### src/rtl/uart_tx_queue_if.sv
// uart_tx_queue_if -- link between the TX byte queue and a UART transmitter.
//   uart_wr   : one-cycle write strobe, queue -> transmitter
//   uart_data : byte presented with uart_wr (held until the next dequeue)
//   uart_busy : transmitter busy, rises one cycle after an accepted uart_wr
// master = queue side, slave = transmitter side.
interface uart_tx_queue_if;
  logic       uart_wr;
  logic [7:0] uart_data;
  logic       uart_busy;

  modport master (output uart_wr, uart_data, input uart_busy);
  modport slave  (input uart_wr, uart_data, output uart_busy);
endinterface

### src/rtl/uart_tx_queue.sv
// uart_tx_queue -- byte FIFO between a CPU and a UART transmitter.
// The CPU pushes bytes; a 3-state pacer (IDLE/SEND/SETTLE) pops one byte at
// a time and strobes it into the transmitter whenever it is not busy.
// Ports:
//   clk, reset          : single clock, synchronous active-high reset
//   push, push_data     : enqueue one byte per high cycle
//   flush               : drop every queued byte (a byte already latched still goes out)
//   clr_ovf             : clear the sticky overflow flag
//   full, count         : occupancy (count is 0..DEPTH)
//   overflow            : sticky, a push was dropped because the queue was full
//   idle                : nothing queued, pacer in IDLE, transmitter not busy
//   uart                : uart_wr / uart_data / uart_busy towards the transmitter
module uart_tx_queue #(
  parameter int DEPTH = 16,
  parameter int AW    = $clog2(DEPTH)
) (
  input  logic          clk,
  input  logic          reset,
  input  logic          push,
  input  logic [7:0]    push_data,
  input  logic          flush,
  input  logic          clr_ovf,
  output logic          full,
  output logic [AW:0]   count,
  output logic          overflow,
  output logic          idle,
  uart_tx_queue_if.master uart
);

  typedef enum logic [1:0] {IDLE, SEND, SETTLE} state_t;

  state_t        state, state_nxt;
  logic [7:0]    mem [0:DEPTH-1];
  logic [AW-1:0] rptr, wptr;
  logic [7:0]    data_q;
  logic          busy_q;
  logic          deq, acc, ovf_set;

  // Pacer: a dequeue in IDLE loads data_q, SEND strobes it, SETTLE covers
  // the one-cycle busy latency so the next IDLE sees the real busy level.
  always_ff @(posedge clk) begin
    if (reset) state <= IDLE;
    else       state <= state_nxt;
  end

  always_comb begin
    state_nxt    = state;
    uart.uart_wr = 1'b0;
    deq          = 1'b0;
    case (state)
      IDLE: begin
        if (count != '0 && !uart.uart_busy) begin
          deq       = 1'b1;
          state_nxt = SEND;
        end
      end
      SEND: begin
        uart.uart_wr = 1'b1;
        state_nxt    = SETTLE;
      end
      SETTLE:  state_nxt = IDLE;
      default: state_nxt = IDLE;
    endcase
  end

  assign full = (count == (AW+1)'(DEPTH));

  // A dequeue in the same cycle frees a slot, so a push into a full queue is
  // still accepted. flush overrides any push.
  assign acc     = push && !flush && (!full || deq);
  assign ovf_set = push && !flush && full && !deq;

  always_ff @(posedge clk) begin
    if (reset) begin
      rptr     <= '0;
      wptr     <= '0;
      count    <= '0;
      overflow <= 1'b0;
      data_q   <= 8'h00;
      busy_q   <= 1'b0;
    end else begin
      busy_q <= uart.uart_busy;
      // Set wins over clear so a dropped byte is never lost from the flag.
      if (ovf_set)      overflow <= 1'b1;
      else if (clr_ovf) overflow <= 1'b0;
      if (deq) data_q <= mem[rptr];
      if (flush) begin
        rptr  <= '0;
        wptr  <= '0;
        count <= '0;
      end else begin
        if (acc) wptr <= wptr + AW'(1);
        if (deq) rptr <= rptr + AW'(1);
        case ({acc, deq})
          2'b10:   count <= count + (AW+1)'(1);
          2'b01:   count <= count - (AW+1)'(1);
          default: count <= count;
        endcase
      end
    end
  end

  // Storage is not reset; when full, rptr == wptr and the read above sees the
  // old byte while the new one is written.
  always_ff @(posedge clk) begin
    if (!reset && acc) mem[wptr] <= push_data;
  end

  assign uart.uart_data = data_q;

  // Busy is taken from its registered copy so idle has no input-to-output path.
  assign idle = (count == '0) && (state == IDLE) && !busy_q;

endmodule

### src/flat_wrapper.sv
// flat-port wrapper written by rule: the top's interface ports become plain ports
module uart_tx_queue_flat 
#(
  parameter int DEPTH = 16,
  parameter int AW    = $clog2(DEPTH)
)
  (clk, reset, push, push_data, flush, clr_ovf, full, count, overflow, idle, uart_uart_wr, uart_uart_data, uart_uart_busy);
  uart_tx_queue_if uart_i ();
  input  logic clk;
  input  logic reset;
  input  logic push;
  input  logic [7:0] push_data;
  input  logic flush;
  input  logic clr_ovf;
  output logic full;
  output logic [AW:0] count;
  output logic overflow;
  output logic idle;
  output wire logic [$bits(uart_i.uart_wr)-1:0] uart_uart_wr;
  output wire logic [$bits(uart_i.uart_data)-1:0] uart_uart_data;
  input wire logic [$bits(uart_i.uart_busy)-1:0] uart_uart_busy;
  assign uart_uart_wr = uart_i.uart_wr;
  assign uart_uart_data = uart_i.uart_data;
  assign uart_i.uart_busy = uart_uart_busy;
  uart_tx_queue #(.DEPTH(DEPTH), .AW(AW)) u_core (.clk(clk), .reset(reset), .push(push), .push_data(push_data), .flush(flush), .clr_ovf(clr_ovf), .full(full), .count(count), .overflow(overflow), .idle(idle), .uart(uart_i));
endmodule
### config.mk
export PLATFORM = sky130hd
export DESIGN_NAME = uart_tx_queue_flat
export DESIGN_NICKNAME = d
export VERILOG_FILES = /design/src/rtl/uart_tx_queue_if.sv /design/src/rtl/uart_tx_queue.sv /design/src/flat_wrapper.sv
export SDC_FILE = /design/constraint.sdc
export NUM_CORES = 1
export LEC_CHECK = 0
export ABC_CLOCK_PERIOD_IN_PS = 3750
export BUFFER_PORTS_ARGS = -buffer_cell sky130_fd_sc_hd__buf_2
export CELL_PAD_IN_SITES_DETAIL_PLACEMENT = 1
export CELL_PAD_IN_SITES_GLOBAL_PLACEMENT = 1
export CORE_ASPECT_RATIO = 0.75
export CORE_MARGIN = 1
export CORE_UTILIZATION = 40
export DETAILED_ROUTE_END_ITERATION = 12
export PLACE_DENSITY = 0.62
export SYNTH_ARGS = -nofsm -noshare
export SYNTH_HDL_FRONTEND = slang
export SYNTH_SLANG_ARGS = --single-unit
### constraint.sdc
create_clock -name clk -period 3.75 [get_ports clk]
set_clock_uncertainty 0.1 [all_clocks]
set_input_delay 0.375 -clock clk [delete_from_list [all_inputs] [get_ports clk]]
set_output_delay 0.375 -clock clk [all_outputs]
set_load 0.01 [all_outputs]
==> metrics.csv <==
metric,value,unit
routed len/inst,22.0,um
Setup CP Type,flip-flop to flip-flop,
WP buf/inv,1,
min Tclk post-route,3130,ps
Clock Sinks,153,
WHS Path Cells,2,
crit path launch type,flip-flop,
DP Worst Slack,640,ps
Pre-antenna DRT Iters,4,
DRC viols,0,
Syn Nets,435,
FF+latch area,0.00435,mm^2
Final HPWL DP,9510,um
yosys warns,0,
full die area,0.0160,mm^2
Final Max Slew Viols,0,
core area,0.0152,mm^2
Max-Cap Viols,0,
Worst setup EP type,flip-flop,
Vias,3499,
Critical Path Slowest Stage Cell,or4_4,
RSZ-0062 raised after global routing,false,
r2r startpoint,u_core.count[2],
Area Overhead vs Synth,14.6,%
most frequent cells after synthesis,"edfxtp_1, mux2i_1, nor2_1",
GP Congestion,0.740,
Final setup viols,0,
Routed WL,14400,um
Post-layout nets,461,
max_slew headroom,43.2,%
area of the multi-input gates,0.00172,mm^2
final core occ,46.9,%
Reg2Reg Depth,10,
worst path cell trace,or4_4 > o31a_1 > inv_1 > ha_1 > xor2_1 > ha_1 > a21oi_1 > xnor2_1 > or3_1 > a21oi_1,
first-pass GRT wire length,21700,um
ys async rst share,0,%
Final ANT Viol Nets,0,
FF-to-FF setup slack,620,ps
Clock Tree Buf Depth,2,
CTS buffer count,17,
synthesized cell area,0.00620,mm^2
initial antenna violation count,0,
Mean Syn Cell Area,15.0,um^2
port buffer count,30,
worst path arrival time,3380,ps
# IOs,31,
Placed Cells,625,
fin crit share,83.5,%
number of buffers added for setup after CTS,0,
HP Class,primary input to flip-flop,
Hold Crit Endpoint,u_core.busy_q,
setup TNS,0,ps
vias in the first global route,3598,
Post-synth EDFFs,128,
FF-to-FF End,u_core.count[2],
H-Tree Depth,4,
"Primary FF master, synth",edfxtp_1,
FP Rows,39,
"Hold Vio Cnt, Final",0,
GRT Util Overall,19.5,%
antenna cells,0,
Gate Count Post-Synth,413,
hold path start,uart_uart_busy,
Yosys top cell area share,62.0,%
Die X-Extent,146,um
starting density of the core,40.9,%
Fmax,320,MHz
largest net degree at the start of global routing,43,
clock latency on the worst-skew pair,420,ps
TritonCTS clock tree,built,
clk root buf,clkbuf_16,
synth top area cells,"edfxtp_1, mux2i_1, dfxtp_1",
Pwr Density,517,mW/mm^2
Unique masters post-synth,38,
top cell family by delay on the critical path,simple AND/OR/NAND/NOR gates,
Slew @ Worst Pin,848,ps
Finished Layout Cells,657,
CP max FO,12,
CTS resizes,0,
Die H,110,um
Seq cells post-synth,153,
sequential area share after synthesis,70.0,%
Worst IR Drop VDD,0.341,mV
clk slew on worst S/H paths,60,ps
setup ws final,621,ps
grt total ovfl,0,
Crit path largest cell delay,570,ps
DRT iter0 DRCs,201,
FILL cells,1480,
cell taking the most area after synthesis,edfxtp_1,
Static Leak,2.25,nW
fraction of layout cells with a size suffix above 1,14.8,%
critical path required time,4000,ps
most frequent cell after synthesis,edfxtp_1,
vias per cell,5.33,
Total Power,0.00368,W
status,finished clean,
CTS Hold Bufs,0,
-- stage by stage --
| stage | area (um^2) | hold slack (ps) |
|---|---|---|
| global placement | 6520 | 355 |
| global route | 7110 | 97.1 |
| detailed placement | 6520 | 393 |
| floorplan | 6200 | 374 |
| CTS | 7110 | 84.1 |
| finish | 7110 | 106 |
-- registers in the layout, indices dropped and copies added, names as in the netlist --
name	cells
u_core.overflow	1
u_core.uart.uart_data	8
u_core.wptr	4
u_core.state	2
u_core.count	5
u_core.busy_q	1
u_core.rptr	4
u_core.mem	128
-- worst reg2reg max path: stages, from the launching register on --
cell and delay [ps]:
dfxtp_1 410, or4_4 570, o31a_1 410, inv_1 120, ha_1 350, xor2_1 120, ha_1 190, a21oi_1 230
xnor2_1 110, or3_1 310, a21oi_1 130
-- worst max path at each step --
stage	from	end	slack (ps)	cells after the start
after floorplan	u_core.count[1]	u_core.count[2]	730	13
after global placement	u_core.count[0]	u_core.count[2]	730	10
after detailed placement	u_core.count[0]	u_core.count[2]	640	10
after CTS	u_core.count[0]	u_core.count[2]	610	10
after global routing	u_core.count[2]	u_core.count[2]	410	10
final	u_core.count[2]	u_core.count[2]	620	10
-- per-layer routing --
| layer | track usage [%] | share of wire (%) |
|---|---|---|
| met2 | 30.3 | 47 |
| met1 | 26.2 | 47 |
| met4 | 6.69 | 0.42 |
| met3 | 5.73 | 5.6 |
| met5 | 0 | 0 |
-- final cells by class --
type                       instances  share of cell area [%]
sequential                       153                    61.1
timing repair buffer              32                    2.50
clock buffer                      23                    6.58
inverter                           5                   0.264
tap                              205                    3.61
clock inverter                     9                    1.72
multi-input combinational        230                    24.2
-- report_power, final --
part	total [W]	internal, W	switching (W)
combinational	0.000107	0.0000329	0.0000743
clock	0.00171	0.00108	0.000638
sequential	0.00186	0.00185	0.00000734
-- cell families after synthesis --
family          after synthesis  synth area share, %
compound gates               55                 6.07
buf+inv                      30                 2.30
fa+ha+maj                     8                 1.61
mux                          70                 11.3
simple gates                 88                 7.40
flops                       153                 70.0
xor+xnor                      9                 1.27
-- layout by cell type (no fill, tap or decap), types with 2 or more instances in the layout --
cell / Yosys / routed
a31oi_1: 2 / 2
inv_1: 5 / 5
clkbuf_8: 0 / 2
clkinv_2: 0 / 5
xnor2_1: 4 / 4
mux2i_1: 70 / 70
a21oi_1: 4 / 3
clkbuf_16: 0 / 17
dfxtp_1: 25 / 24
bufinv_16: 0 / 3
buf_2: 9 / 30
or3b_1: 3 / 3
or3_1: 6 / 6
nand3_1: 3 / 3
nor2_1: 37 / 37
a211oi_1: 9 / 9
edfxtp_1: 128 / 128
nor4_1: 10 / 10
o22ai_1: 33 / 33
ha_1: 8 / 8
nor2b_1: 5 / 5
clkbuf_1: 11 / 4
nand2_1: 10 / 10
or2_2: 2 / 2
a22oi_1: 2 / 2
nand3b_1: 5 / 5
xor2_1: 5 / 5
Note: power is estimated with default switching activity, not from simulation.
